File: src/rtl/cpu_control_fsm.sv
// Moore sequencer for the Simple RISC Machine: fetch, decode and multi-cycle execute of each instruction.
// Latency: 5 to 10 clocks per instruction, from IF1 to the last execute state; every output is decoded from state only.
// Backpressure: none. Memory is assumed single-cycle, and HALT holds until reset.
module cpu_control_fsm (
   input  logic       clk,
   input  logic       reset,
   input  logic [2:0] opcode,
   input  logic [1:0] op,
   output logic [2:0] nsel,
   output logic [1:0] vsel,
   output logic       loada,
   output logic       loadb,
   output logic       loadc,
   output logic       loads,
   output logic       asel,
   output logic       bsel,
   output logic       write,
   output logic       load_ir,
   output logic       load_pc,
   output logic       reset_pc,
   output logic       addr_sel,
   output logic       load_addr,
   output logic [1:0] mem_cmd,
   output logic       halted
);
   localparam logic [1:0] MNONE  = 2'b00;
   localparam logic [1:0] MREAD  = 2'b01;
   localparam logic [1:0] MWRITE = 2'b10;

   localparam logic [2:0] NS_RN = 3'b100;
   localparam logic [2:0] NS_RD = 3'b010;
   localparam logic [2:0] NS_RM = 3'b001;

   // Each instruction class has its own copy of the shared operand states,
   // so the successor is a function of state alone.
   typedef enum logic [4:0] {
      S_RST, S_IF1, S_IF2, S_UPC, S_DEC, S_WIMM,
      S_MOV_GETB, S_MOV_EXE, S_MOV_WRD,
      S_ALU_GETA, S_ALU_GETB, S_ALU_EXE, S_ALU_WRD,
      S_CMP_GETA, S_CMP_GETB, S_CMPX,
      S_MVN_GETB, S_MVN_EXE, S_MVN_WRD,
      S_LDR_GETA, S_LDR_ADR, S_LDR_LADR, S_MRD, S_WBL,
      S_STR_GETA, S_STR_ADR, S_STR_LADR, S_GETBD, S_MOVB, S_MWR,
      S_HALT
   } state_t;

   state_t state, state_nxt;

   always_ff @(posedge clk or posedge reset) begin
      if (reset) state <= S_RST;
      else       state <= state_nxt;
   end

   always_comb begin
      state_nxt = state;
      case (state)
         S_RST:      state_nxt = S_IF1;
         S_IF1:      state_nxt = S_IF2;
         S_IF2:      state_nxt = S_UPC;
         S_UPC:      state_nxt = S_DEC;
         S_DEC: begin
            casez ({opcode, op})
               5'b110_10:          state_nxt = S_WIMM;
               5'b110_00:          state_nxt = S_MOV_GETB;
               5'b101_00, 5'b101_10: state_nxt = S_ALU_GETA;
               5'b101_01:          state_nxt = S_CMP_GETA;
               5'b101_11:          state_nxt = S_MVN_GETB;
               5'b011_00:          state_nxt = S_LDR_GETA;
               5'b100_00:          state_nxt = S_STR_GETA;
               5'b111_??:          state_nxt = S_HALT;
               default:            state_nxt = S_IF1;
            endcase
         end
         S_WIMM:     state_nxt = S_IF1;
         S_MOV_GETB: state_nxt = S_MOV_EXE;
         S_MOV_EXE:  state_nxt = S_MOV_WRD;
         S_MOV_WRD:  state_nxt = S_IF1;
         S_ALU_GETA: state_nxt = S_ALU_GETB;
         S_ALU_GETB: state_nxt = S_ALU_EXE;
         S_ALU_EXE:  state_nxt = S_ALU_WRD;
         S_ALU_WRD:  state_nxt = S_IF1;
         S_CMP_GETA: state_nxt = S_CMP_GETB;
         S_CMP_GETB: state_nxt = S_CMPX;
         S_CMPX:     state_nxt = S_IF1;
         S_MVN_GETB: state_nxt = S_MVN_EXE;
         S_MVN_EXE:  state_nxt = S_MVN_WRD;
         S_MVN_WRD:  state_nxt = S_IF1;
         S_LDR_GETA: state_nxt = S_LDR_ADR;
         S_LDR_ADR:  state_nxt = S_LDR_LADR;
         S_LDR_LADR: state_nxt = S_MRD;
         S_MRD:      state_nxt = S_WBL;
         S_WBL:      state_nxt = S_IF1;
         S_STR_GETA: state_nxt = S_STR_ADR;
         S_STR_ADR:  state_nxt = S_STR_LADR;
         S_STR_LADR: state_nxt = S_GETBD;
         S_GETBD:    state_nxt = S_MOVB;
         S_MOVB:     state_nxt = S_MWR;
         S_MWR:      state_nxt = S_IF1;
         S_HALT:     state_nxt = S_HALT;
         default:    state_nxt = S_RST;
      endcase
   end

   always_comb begin
      nsel      = 3'b000;
      vsel      = 2'b00;
      loada     = 1'b0;
      loadb     = 1'b0;
      loadc     = 1'b0;
      loads     = 1'b0;
      asel      = 1'b0;
      bsel      = 1'b0;
      write     = 1'b0;
      load_ir   = 1'b0;
      load_pc   = 1'b0;
      reset_pc  = 1'b0;
      addr_sel  = 1'b0;
      load_addr = 1'b0;
      mem_cmd   = MNONE;
      halted    = 1'b0;
      case (state)
         S_RST:      begin reset_pc = 1'b1; load_pc = 1'b1; end
         S_IF1:      begin addr_sel = 1'b1; mem_cmd = MREAD; end
         S_IF2:      begin addr_sel = 1'b1; mem_cmd = MREAD; load_ir = 1'b1; end
         S_UPC:      load_pc = 1'b1;
         S_WIMM:     begin nsel = NS_RN; vsel = 2'b10; write = 1'b1; end
         S_MOV_GETB, S_ALU_GETB, S_CMP_GETB, S_MVN_GETB:
                     begin nsel = NS_RM; loadb = 1'b1; end
         S_ALU_GETA, S_CMP_GETA, S_LDR_GETA, S_STR_GETA:
                     begin nsel = NS_RN; loada = 1'b1; end
         S_MOV_EXE, S_MOVB:
                     begin asel = 1'b1; loadc = 1'b1; end
         S_ALU_EXE, S_MVN_EXE:
                     loadc = 1'b1;
         S_MOV_WRD, S_ALU_WRD, S_MVN_WRD:
                     begin nsel = NS_RD; vsel = 2'b00; write = 1'b1; end
         S_CMPX:     loads = 1'b1;
         S_LDR_ADR, S_STR_ADR:
                     begin bsel = 1'b1; loadc = 1'b1; end
         S_LDR_LADR, S_STR_LADR:
                     load_addr = 1'b1;
         S_MRD:      mem_cmd = MREAD;
         S_WBL:      begin mem_cmd = MREAD; nsel = NS_RD; vsel = 2'b11; write = 1'b1; end
         S_GETBD:    begin nsel = NS_RD; loadb = 1'b1; end
         S_MWR:      mem_cmd = MWRITE;
         S_HALT:     halted = 1'b1;
         default:    ;
      endcase
   end
endmodule

File: config.mk
export PLATFORM = sky130hd
export DESIGN_NAME = cpu_control_fsm
export DESIGN_NICKNAME = d
export VERILOG_FILES = /design/src/rtl/cpu_control_fsm.sv
export SDC_FILE = /design/constraint.sdc
export NUM_CORES = 1
export LEC_CHECK = 0
export CAP_MARGIN = 20
export CORE_ASPECT_RATIO = 1.2
export CORE_MARGIN = 4
export CORE_UTILIZATION = 40
export CTS_BUF_LIST = sky130_fd_sc_hd__clkbuf_8 sky130_fd_sc_hd__clkbuf_16
export DETAILED_ROUTE_END_ITERATION = 6
export GPL_TIMING_DRIVEN = 0
export PLACE_DENSITY = 0.71
export SETUP_SLACK_MARGIN = 0.15
export SLEW_MARGIN = 20
export SYNTH_ARGS = -nofsm -noshare
export SYNTH_HDL_FRONTEND = slang
export SYNTH_SLANG_ARGS = --single-unit
File: constraint.sdc
create_clock -name clk -period 3.39 [get_ports clk]
set_input_delay 0.678 -clock clk [delete_from_list [all_inputs] [get_ports clk]]
set_output_delay 0.678 -clock clk [all_outputs]
set_load 0.1 [all_outputs]
Word-level counts from Yosys, hierarchy flattened. Cells that the tools add are included.

Input port bits: 7. Output and inout bits: 20. Register bits after elaboration: 5.

Eq/ne operators: 39. Mux-type cells: 18. Reduce and logical (&&, ||, !) cells: 16.

Operators by type and width (number): case mux 5 bit (24 select lines) (1); == test 5 bit (second input constant) (22); == test 5 x 4 -> 1 bit (second input constant) (9); case mux 5 bit (8 select lines) (1); == test 5 x 3 -> 1 bit (second input constant) (4); OR reduction 5 bit (4); two-way mux 1 bit (13); OR reduction 2 bit (6); OR reduction 4 bit (3); == test 5 x 2 -> 1 bit (second input constant) (2); case mux 3 bit (3 select lines) (1); case mux 2 bit (2 select lines) (2); OR reduction 8 bit (1); OR reduction 6 bit (1); == test 5 x 1 -> 1 bit (second input constant) (1); logical NOT 5 bit (1); == test 3 bit (second input constant) (1).

Depth between registers and ports, before layout. Gate-level depths: netlist (run 1).

Depth after elaboration: 4. Mapped depth: 6. Depth with buffers taken out: 4.

Least setup slack after synthesis (run 1). OpenSTA, ideal clock, no wires.

Path type: reg-to-output. From: reg state[3]. To: out addr_sel. Cell stages (with the launch flop): 5. Arrival time: 3.763 ns. Path slack: -1.051 ns. Cell sequence: dfrtp_1 > buf_2 > buf_2 > buf_2 > nor4_1.

Cells in the longest elaborated chain, start to end: 3. Elaborated cells between the ends (all ways): 4. Those cells by class: eq/ne (2); mux (1); reduce/logical (1).

RTL lines: start: declaration (RTL line 47) `state_t state, state_nxt;`; start signal: assignment (RTL line 51) `else state <= state_nxt;`; == test 5 x 2 -> 1 bit / == test 5 x 1 -> 1 bit (equally long branches) (RTL line 121) `case (state)`; OR reduction 2 bit (no line) (*); two-way mux 1 bit (*) (RTL line 121); end: declaration (RTL line 21) `output logic addr_sel,`.

Mark *: on every way between the ends. The rest lies on a longest branch, timed or not.

Worst setup path in the final report (run 1).
From: reg state[3]. To: out reset_pc.

Cells in the longest elaborated chain, start to end: 2.

RTL lines: logical NOT 5 bit (RTL line 121); two-way mux 1 bit (RTL line 121); end: declaration (RTL line 20) `output logic reset_pc,`.

No other way between the ends.

==> results of run 1 <==
metal layers:
metal | vias up | GRT usage | routed length, um
met1 | 495 | 0.227 | 1060
met2 | 40 | 0.299 | 1290
met4 | 0 | 0.0593 | 0
met5 | - | 0 | 0
met3 | 0 | 0.00506 | 215
li1 | 533 | - | -
final timing paths:
kind                                           end  slack [ns]  cells past startpoint
worst max register to register  state[3]$_DFF_PP0_        1.92                      5
worst max-delay path                      reset_pc        0.22                      5
max in group asynchronous       state[1]$_DFF_PP0_        2.55                      2
min in group clk                state[0]$_DFF_PP0_        0.74                      3
worst min register to register  state[0]$_DFF_PP0_        0.74                      3
worst min-delay path            state[3]$_DFF_PP0_        0.66                      2
metrics by stage:
step / instances / hold slack [ns] / area [um^2] / setup slack [ns]
6_report: 191 / 0.659 / 1240 / 0.220
5_1_grt: 191 / 0.676 / 1240 / 0.174
4_1_cts: 191 / 0.661 / 1220 / 0.152
3_5_place_dp: 187 / 0.724 / 1180 / 0.295
3_3_place_gp: 187 / 0.747 / 1180 / 0.309
2_1_floorplan: 131 / 0.457 / 886 / 0.120
kinds of logic (layout without fill, tap and decap cells):
| group | count (synthesis) | after routing | synth area share |
|---|---|---|---|
| simple gates | 63 | 63 | 0.380 |
| compound gates | 41 | 41 | 0.306 |
| buf+inv | 18 | 48 | 0.122 |
| flops | 5 | 5 | 0.147 |
| xor+xnor | 2 | 2 | 0.0205 |
| fa+ha+maj | 1 | 1 | 0.0117 |
| mux | 1 | 1 | 0.0132 |
what timing repair did:
item	in CTS	in global routing
buffers inserted	0	0
resized for setup	8	9
pin swaps	0	0
setup endpoints to repair	8	9
layout make-up:
cell class,count,area [um^2]
fill,195,807
multi-input combinational,108,657
timing repair buffer,26,273
sequential,5,125
buffer,13,85.1
clock buffer,3,41.3
tap,30,37.5
inverter,5,18.8
clock inverter,1,5.00
cell usage in the layout (no fill, tap or decap), types with 5 or more instances in the layout:
cell and instances:
buf_2 8, a21oi_1 9, nand2_1 8, o21ai_1 5
nand2b_1 5, o21ai_0 8, inv_1 5, clkdlybuf4s50_1 9
nor2_1 19, dlymetal6s2s_1 9, dlygate4sd2_1 8, nand3_1 5
nor2b_1 6, dfrtp_1 5
worst max-delay path, stage by stage, from the launching register on:
cell,delay (ns)
dfrtp_1,0.35
buf_2,0.17
buf_2,0.20
buf_2,0.23
nor3_2,0.18
clkdlybuf4s50_1,1.14
==> impl_metrics.yaml, run 1 <==
run_status:
  status: "completed"
logic_synthesis:
  yosysMostFrequentCell: "nor2_1"
  netlist_top_cells_count: "19 x nor2_1, 12 x o21ai_0, 9 x a21oi_1"
  syn_area_per_cell_um2: 6.51
  synth_cell_types: 39
  synth-seq-cells: 5
  synth-main-ff-cell: "dfrtp_1"
  netlist_area_um2: 853
  syn_inst: 131
  syn_nets: 138
  yosysTopAreaCellShare: 0.147
  ys_async_sr_fraction: 1.00
  ys_top_cells_by_area: "dfrtp_1 15%, nor2_1 8.4%, o21ai_0 7.0%"
  synth_area_leader_cell: "dfrtp_1"
  synth_edf_count: 0
  yosysWarnings: 0
  yosysSeqAreaShare: 0.147
floorplanning:
  die_width_um: 50.2
  start_util: 0.416
  io_pins: 27
  die-area_um2: 2940
  std_cell_rows: 18
  die_h_um: 58.6
  core_um2: 2050
routing:
  avgViaCountPerCell: 5.59
  drc: 0
  drt-pass1-iter-count: 4
  ant_nets: 0
  num_vias: 1068
  drt_iter0_drc: 29
  wl_per_cell_um: 13.4
  wl_um: 2560
cells_and_area:
  syn_to_final_growth_pct: 45.6
  layout-drive-gt1-share: 0.149
  reg_top3: "state (5)"
  largest_reg_flops: 5
  regMostFlops: "state"
  final_util: 0.606
  antenna_cells: 0
  nets: 169
min_path:
  hp-class: "input pin to async pin"
setup_path:
  critPathMaxFanout: 10
  path_class: "flop to primary output"
  cp-startpoint: "state[3]$_DFF_PP0_"
  cp-start-kind: "flop"
  reg2reg_from: "state[3]$_DFF_PP0_"
  cp_data_required_time_ns: 2.71
  end_kind: "primary output"
  critPathArrivalTime_ns: 2.49
sta:
  finalHoldViolCount: 0
  setup_viol: 0
  grt_setup_unrepaired: "false"
  setup_tns_ns: 0
  period_share: 0.935
  tightestPinTransition_ns: 0.971
  slew_headroom: 0.351
  min_period_ns: 3.17
  maxSlewViolCount: 0
  max_freq_mhz: 315
  finClkSkew_ns: 0.00115
clocking:
  root_buffer: "clkbuf_8"
  numCtsBuffers: 3
  clock_latency_ns: 0.22
  clock_sinks: 5
  htreeDepth: 1
  clk_transition_reported_paths_ns: 0.04
  clockBufferDepth: 2
  cts_hold_buf: 0
  cts_tree: "done"
global_routing:
  grt_max_degree: 11
  grt_pass1_wl_um: 4080
  grt_usage: 0.172
  overflow: 0
  antenna_found_initial: 0
  grt_pass1_vias: 952
job:
  cap_violations: 0
placement:
  routabilityCongestion: 0.926
  port_buffers: 26
  place_hpwl_um: 1940
Power of run 1 is not shown: default switching activity piles up to over one toggle a cycle in this logic, so the estimate is an artifact.
==> run 2, diff against run 1 <==
--- a/config.mk
+++ b/config.mk
@@ -14,7 +14,6 @@
 export GPL_TIMING_DRIVEN = 0
 export PLACE_DENSITY = 0.71
 export SETUP_SLACK_MARGIN = 0.15
-export SLEW_MARGIN = 20
 export SYNTH_ARGS = -nofsm -noshare
 export SYNTH_HDL_FRONTEND = slang
 export SYNTH_SLANG_ARGS = --single-unit
==> results of run 2 <==
Same layout as run 1: the final DEF is identical, and so are final timing and power.
Power of run 2 is left out for the same reason.
